### src/rtl/io_pkg.sv
// io_pkg: shared constants and state encodings for the CPU I/O port controller.
// Optional feature macro used by this slice: IO_INPUT_FIFO_EN (input FIFO instead
// of the single input holding register).
package io_pkg;

  // Default word width on both the input and the output path.
  localparam int DATA_W_DEFAULT = 16;

  // Input holding register: either nothing for the CPU, or one word waiting.
  typedef enum logic {
    IN_EMPTY = 1'b0,
    IN_FULL  = 1'b1
  } in_state_e;

  // Output register: either free for a new OUTR word, or offering one to the device.
  typedef enum logic {
    OUT_IDLE = 1'b0,
    OUT_BUSY = 1'b1
  } out_state_e;

endpackage

### src/rtl/io_in_fifo.sv
// io_in_fifo: small input FIFO placed between the input device and the CPU
// INPR input. It is used by io_port_controller only when IO_INPUT_FIFO_EN is
// defined. The head entry is shown combinationally so the CPU sees the
// oldest word as soon as it lands. FIFO_DEPTH must be a power of two, at
// least 2, so that the pointers wrap by plain overflow.
module io_in_fifo
  import io_pkg::*;
#(
  parameter int DATA_W     = DATA_W_DEFAULT,
  parameter int FIFO_DEPTH = 4
) (
  input  logic              clk,
  input  logic              reset,
  input  logic              push_i,
  input  logic [DATA_W-1:0] push_data_i,
  input  logic              pop_i,
  output logic [DATA_W-1:0] head_data_o,
  output logic              full_o,
  output logic              empty_o
);

  localparam int PTR_W = $clog2(FIFO_DEPTH);
  localparam int CNT_W = PTR_W + 1;

  logic [DATA_W-1:0] mem_q [FIFO_DEPTH];
  logic [PTR_W-1:0]  wr_ptr_q, wr_ptr_d;
  logic [PTR_W-1:0]  rd_ptr_q, rd_ptr_d;
  logic [CNT_W-1:0]  count_q, count_d;
  logic              push_ok;
  logic              pop_ok;

  // A full FIFO refuses pushes and an empty one refuses pops, so neither
  // the count nor the pointers can run past their legal range.
  assign full_o      = (count_q == CNT_W'(FIFO_DEPTH));
  assign empty_o     = (count_q == '0);
  assign push_ok     = push_i & ~full_o;
  assign pop_ok      = pop_i & ~empty_o;
  assign head_data_o = mem_q[rd_ptr_q];

  // Pointer and occupancy update; push+pop together leaves the count alone.
  always_comb begin
    wr_ptr_d = wr_ptr_q;
    rd_ptr_d = rd_ptr_q;
    count_d  = count_q;
    if (push_ok) begin
      wr_ptr_d = wr_ptr_q + PTR_W'(1);
    end
    if (pop_ok) begin
      rd_ptr_d = rd_ptr_q + PTR_W'(1);
    end
    case ({push_ok, pop_ok})
      2'b10:   count_d = count_q + CNT_W'(1);
      2'b01:   count_d = count_q - CNT_W'(1);
      default: count_d = count_q;
    endcase
  end

  // Pointer and count registers.
  always_ff @(posedge clk) begin
    if (reset) begin
      wr_ptr_q <= '0;
      rd_ptr_q <= '0;
      count_q  <= '0;
    end else begin
      wr_ptr_q <= wr_ptr_d;
      rd_ptr_q <= rd_ptr_d;
      count_q  <= count_d;
    end
  end

  // Storage entries are cleared on reset so the head reads as zero before
  // the first word arrives, matching the single-register build.
  for (genvar gi = 0; gi < FIFO_DEPTH; gi++) begin : g_entry
    // One storage word; written only when the write pointer selects it.
    always_ff @(posedge clk) begin
      if (reset) begin
        mem_q[gi] <= '0;
      end else if (push_ok && (wr_ptr_q == PTR_W'(gi))) begin
        mem_q[gi] <= push_data_i;
      end
    end
  end

endmodule

### src/rtl/io_port_controller.sv
// io_port_controller: peripheral-side I/O stage for the basic CPU.
//  - input path: device valid/ready -> INPR word + FGI flag
//  - output path: OUTR load strobe -> device valid/ready, FGO flag
//  - IEN flip-flop and interrupt request, sticky protocol-error flag
// Define IO_INPUT_FIFO_EN to replace the input holding register with an
// io_in_fifo of FIFO_DEPTH entries; otherwise FIFO_DEPTH is unused.
module io_port_controller
  import io_pkg::*;
#(
  parameter int DATA_W     = DATA_W_DEFAULT,
  parameter int FIFO_DEPTH = 4
) (
  input  logic              clk,
  input  logic              reset,
  // input device side
  input  logic [DATA_W-1:0] dev_in_data,
  input  logic              dev_in_valid,
  output logic              dev_in_ready,
  // CPU input side
  output logic [DATA_W-1:0] inpr_data,
  output logic              fgi,
  input  logic              cpu_inp_ack,
  // CPU output side
  input  logic              cpu_out_load,
  input  logic [DATA_W-1:0] cpu_out_data,
  output logic              fgo,
  // output device side
  output logic [DATA_W-1:0] dev_out_data,
  output logic              dev_out_valid,
  input  logic              dev_out_ready,
  // interrupt control
  input  logic              cpu_ion,
  input  logic              cpu_iof,
  output logic              ien,
  output logic              irq,
  output logic              io_err
);

  // A bad depth has no sensible hardware; nothing is built for it here and
  // the FIFO pointer arithmetic assumes a power of two.
  if ((FIFO_DEPTH < 2) || ((FIFO_DEPTH & (FIFO_DEPTH - 1)) != 0)) begin : g_bad_fifo_depth
  end

  logic in_err;   // CPU acknowledged input with nothing to consume
  logic out_err;  // CPU loaded OUTR while the previous word was still pending

  // ------------------------------------------------------------------
  // Input path
  // ------------------------------------------------------------------
`ifdef IO_INPUT_FIFO_EN

  logic fifo_full;
  logic fifo_empty;

  io_in_fifo #(
    .DATA_W     (DATA_W),
    .FIFO_DEPTH (FIFO_DEPTH)
  ) u_in_fifo (
    .clk         (clk),
    .reset       (reset),
    .push_i      (dev_in_valid),
    .push_data_i (dev_in_data),
    .pop_i       (cpu_inp_ack),
    .head_data_o (inpr_data),
    .full_o      (fifo_full),
    .empty_o     (fifo_empty)
  );

  assign dev_in_ready = ~fifo_full;
  assign fgi          = ~fifo_empty;
  assign in_err       = cpu_inp_ack & fifo_empty;

`else

  in_state_e         in_state_q, in_state_d;
  logic [DATA_W-1:0] inpr_q, inpr_d;

  // Input state and INPR holding register.
  always_ff @(posedge clk) begin
    if (reset) begin
      in_state_q <= IN_EMPTY;
      inpr_q     <= '0;
    end else begin
      in_state_q <= in_state_d;
      inpr_q     <= inpr_d;
    end
  end

  // Input next state: capture a device word when empty, release it on the
  // CPU ack. The ack only takes effect from IN_FULL, so a word never passes
  // straight through in one cycle, and INPR keeps its last value afterwards.
  always_comb begin
    in_state_d = in_state_q;
    inpr_d     = inpr_q;
    in_err     = 1'b0;
    case (in_state_q)
      IN_EMPTY: begin
        if (dev_in_valid) begin
          inpr_d     = dev_in_data;
          in_state_d = IN_FULL;
        end
        if (cpu_inp_ack) begin
          in_err = 1'b1;
        end
      end
      IN_FULL: begin
        if (cpu_inp_ack) begin
          in_state_d = IN_EMPTY;
        end
      end
      default: in_state_d = IN_EMPTY;
    endcase
  end

  assign dev_in_ready = (in_state_q == IN_EMPTY);
  assign fgi          = (in_state_q == IN_FULL);
  assign inpr_data    = inpr_q;

`endif

  // ------------------------------------------------------------------
  // Output path
  // ------------------------------------------------------------------
  out_state_e        out_state_q, out_state_d;
  logic [DATA_W-1:0] dout_q, dout_d;

  // Output state and OUTR-to-device data register.
  always_ff @(posedge clk) begin
    if (reset) begin
      out_state_q <= OUT_IDLE;
      dout_q      <= '0;
    end else begin
      out_state_q <= out_state_d;
      dout_q      <= dout_d;
    end
  end

  // Output next state: take an OUTR word when idle, hold it stable until
  // the device accepts it. A load while busy is dropped and flagged.
  always_comb begin
    out_state_d = out_state_q;
    dout_d      = dout_q;
    out_err     = 1'b0;
    case (out_state_q)
      OUT_IDLE: begin
        if (cpu_out_load) begin
          dout_d      = cpu_out_data;
          out_state_d = OUT_BUSY;
        end
      end
      OUT_BUSY: begin
        if (cpu_out_load) begin
          out_err = 1'b1;
        end
        if (dev_out_ready) begin
          out_state_d = OUT_IDLE;
        end
      end
      default: out_state_d = OUT_IDLE;
    endcase
  end

  assign fgo           = (out_state_q == OUT_IDLE);
  assign dev_out_valid = (out_state_q == OUT_BUSY);
  assign dev_out_data  = dout_q;

  // ------------------------------------------------------------------
  // Interrupt enable and error flag
  // ------------------------------------------------------------------
  logic ien_q, ien_d;
  logic io_err_q, io_err_d;

  // IEN set/clear with clear taking priority; io_err only ever accumulates.
  always_comb begin
    ien_d    = ien_q;
    io_err_d = io_err_q | in_err | out_err;
    if (cpu_iof) begin
      ien_d = 1'b0;
    end else if (cpu_ion) begin
      ien_d = 1'b1;
    end
  end

  // IEN and sticky error registers.
  always_ff @(posedge clk) begin
    if (reset) begin
      ien_q    <= 1'b0;
      io_err_q <= 1'b0;
    end else begin
      ien_q    <= ien_d;
      io_err_q <= io_err_d;
    end
  end

  assign ien    = ien_q;
  assign io_err = io_err_q;
  // Built only from registered flags, so no input reaches irq combinationally.
  assign irq    = ien_q & (fgi | fgo);

endmodule

### config.mk
export PLATFORM = sky130hd
export DESIGN_NAME = io_port_controller
export DESIGN_NICKNAME = d
export VERILOG_FILES = /design/src/rtl/io_pkg.sv /design/src/rtl/io_in_fifo.sv /design/src/rtl/io_port_controller.sv
export SDC_FILE = /design/constraint.sdc
export NUM_CORES = 1
export LEC_CHECK = 0
export BUFFER_PORTS_ARGS = -buffer_cell sky130_fd_sc_hd__buf_4
export CAP_MARGIN = 20
export CORE_UTILIZATION = 46
export DETAILED_ROUTE_END_ITERATION = 10
export GPL_TIMING_DRIVEN = 0
export PLACE_DENSITY = 0.84
export SLEW_MARGIN = 20
export SYNTH_ARGS = -nofsm -noshare
export SYNTH_HDL_FRONTEND = slang
export SYNTH_SLANG_ARGS = --single-unit
export TNS_END_PERCENT = 100
### constraint.sdc
create_clock -name clk -period 2.15 [get_ports clk]
set_input_delay 0 -clock clk [delete_from_list [all_inputs] [get_ports clk]]
set_output_delay 0 -clock clk [all_outputs]
set_load 0.03 [all_outputs]
==> metrics.cfg <==
[cells_and_area]
stdcell_area_sq_um=2460
finalNetCount=325
antenna_cells=0
n_fill_cell=146
register_area_sq_um=721
syn_to_final_growth_pct=80.8
multi_input_area_sq_um=534
drive_gt1_frac=0.395

[worst_setup_path]
r2r_slack_ps=460
crit_required_ps=2450
crit_type=reg2reg
critPathCaptureType=flop
rr_endpoint=inpr_data[2]
worstRegToRegCells=5
cp_max_fo=8
start_kind=flop
r2r-start=fgi
arrival_ps=1990

[die]
io_pins=79
core_area_sq_um=2780
dieWidth_microns=56.4
fp.dieH_microns=56.4
dieArea_sq_um=3180
initial_utilization=0.489
rows=19

[run]
cap_violations=0

[yosys]
ys_types=18
synth.avg_cell_area_sq_um=8.55
syn_area_sq_um=1360
syn_nets=199
synth_top_area_frac=0.530
syn_inst=159
synth.area.top_cells=dfxtp_1 (53%), nand2_1 (15%), a21oi_1 (9.2%), a21oi_2 (5.8%), nand2_2 (4.1%)
synth-seq-area-share=0.530
yosysWarnings=0
yosysTopAreaCell=dfxtp_1
yosys_register_bits=36

[detailed_routing]
drt-initial-drc-count=46
via_per_inst=5.08
num_vias=1609
totalWireLength_microns=4890
first_pass_iters=4
antenna_left=0
wire_per_inst_microns=15.4
drcViolationCount=0

[timing]
layout_worst_path_cycle_share=0.785
max_freq_ghz=0.593
finalHoldViolCount=0
finalClockSkew_ps=7.60
max_slew.worst_pin.slew_ps=466
relSlewSlack=0.689
setup_viol=0
maxSlewViolCount=0
period_needed_ps=1690
setup_tns_ps=0
rsz0062_at_grt=false

[power_and_ir_drop]
powerDensity_nw_per_um2=630
p_seq_frac=0.477
intPower_w=0.00106
power_frac_comb=0.270
p_leak_nw=1.13
switching_power_w=0.000482
switching_share=0.312
clockPowerShare=0.252
vdd_drop_max_mv=0.666

[placement]
gp_congestion=0.709
postPlaceCellArea_sq_um=1980
io_buffers=77
place_hpwl_microns=2400

[clock_network]
clockBufferDepth=2
clk_pin_slew_worst_paths_ps=120
numCtsBuffers=5
post_cts_buffers=0
clock_sinks=36
cts_resized=0
worstSkewPairLatency_ps=350
cts_tree=built
htree_levels=2
cts-root-buf=clkbuf_4

[hold_path]
hp-start=cpu_out_load
hold_end=dev_out_data[15]
whs_path_depth=5
hold_path.class=in2reg

[grt]
grt_max_degree=12
antenna_found_initial=0
grt_pass1_vias=1627
gr-total-overflow=0
grt_pass1_wl_microns=7650
grt.total_usage=0.323

[outcome]
status=finished, final reports clean

synthesized netlist by cell type:
library cell	count
nand2_1	55
dfxtp_1	36
a21oi_1	25
a21oi_2	9
nand2_2	9
buf_2	4
buf_6	3
nand2b_1	3
buf_4	2
clkbuf_1	2
inv_1	2
nor2_1	2
nor2b_1	2
a21boi_0	1
a221oi_1	1
buf_12	1
nor3_1	1
or2b_1	1
cell usage in the layout, fill, tap and decap left out, drive strengths merged, types with 2 or more instances in the layout:
master | synthesis | routed
clkinv | 0 | 2
dlygate4sd3 | 0 | 42
clkbuf | 2 | 8
dfxtp | 36 | 36
nor2b | 2 | 2
nand2b | 3 | 3
buf | 10 | 87
nor2 | 2 | 2
inv | 2 | 2
a21oi | 34 | 34
nand2 | 64 | 64
through the flow:
stage	util	hold WS (ps)	setup WS, ps	power [W]	instances
2_1_floorplan	-	79.3	586	0.000942	159
3_3_place_gp	0.710	164	1060	0.00108	267
3_5_place_dp	0.710	170	1050	0.00109	267
4_1_cts	0.883	88.6	665	0.00152	317
5_1_grt	0.883	134	428	0.00161	317
6_report	0.883	108	463	0.00155	317
registers in the layout, indices dropped and copies added, names as in the netlist:
signal,count
dev_out_valid,1
dev_out_data,16
io_err,1
inpr_data,16
fgi,1
ien,1
worst max-delay path, cell delays in order, from the launching register on:
cell and delay [ps]:
dfxtp_1 470, nand2b_1 160, buf_4 170, nand2_1 90
a21oi_1 170, dlygate4sd3_1 590
cell type report:
class	count	area share
buffer	12	0.0392
clock buffer	6	0.0209
clock inverter	2	0.00407
inverter	2	0.00305
multi-input combinational	109	0.217
sequential	36	0.293
tap	31	0.0158
timing repair buffer	119	0.406
logic make-up (layout without fill, tap and decap cells):
family,Yosys count,count (layout),synth area share
and+or+nand+nor,73,73,0.231
AOI/OAI and AO/OA,36,36,0.162
DFF,36,36,0.530
buffers and inverters,14,141,0.0764
worst max path at each step:
stage | cells after the start | slack, ps | end | startpoint
finish | 5 | 460 | inpr_data[2] | fgi
global route | 4 | 430 | io_err | fgi
CTS | 5 | 670 | inpr_data[3] | fgi
detailed placement | 5 | 1050 | dev_out_data[8] | dev_out_valid
global placement | 5 | 1060 | dev_out_data[6] | dev_out_valid
floorplan | 2 | 590 | irq | fgi
per-layer routing:
layer / global-route usage / up-vias / routed length, microns
met5: 0 / - / 0
met3: 0.0991 / 18 / 321
met2: 0.583 / 77 / 2630
met4: 0.146 / 0 / 158
li1: - / 759 / -
met1: 0.341 / 755 / 1780
power groups by stage:
stage	Clock [W]	Sequential, W	Combinational, W
finish	0.000391	0.000738	0.000419
CTS	0.000382	0.000733	0.000404
floorplan	0	0.000826	0.000116
detailed placement	0	0.000748	0.000340
global placement	0	0.000747	0.000336
global route	0.000423	0.000741	0.000441
repair_timing:
action	CTS	global route
setup endpoints to repair	0	0
hold buffers	42	0
endpoints found under the hold margin	36	0
Power figures use the tool's default switching activity.
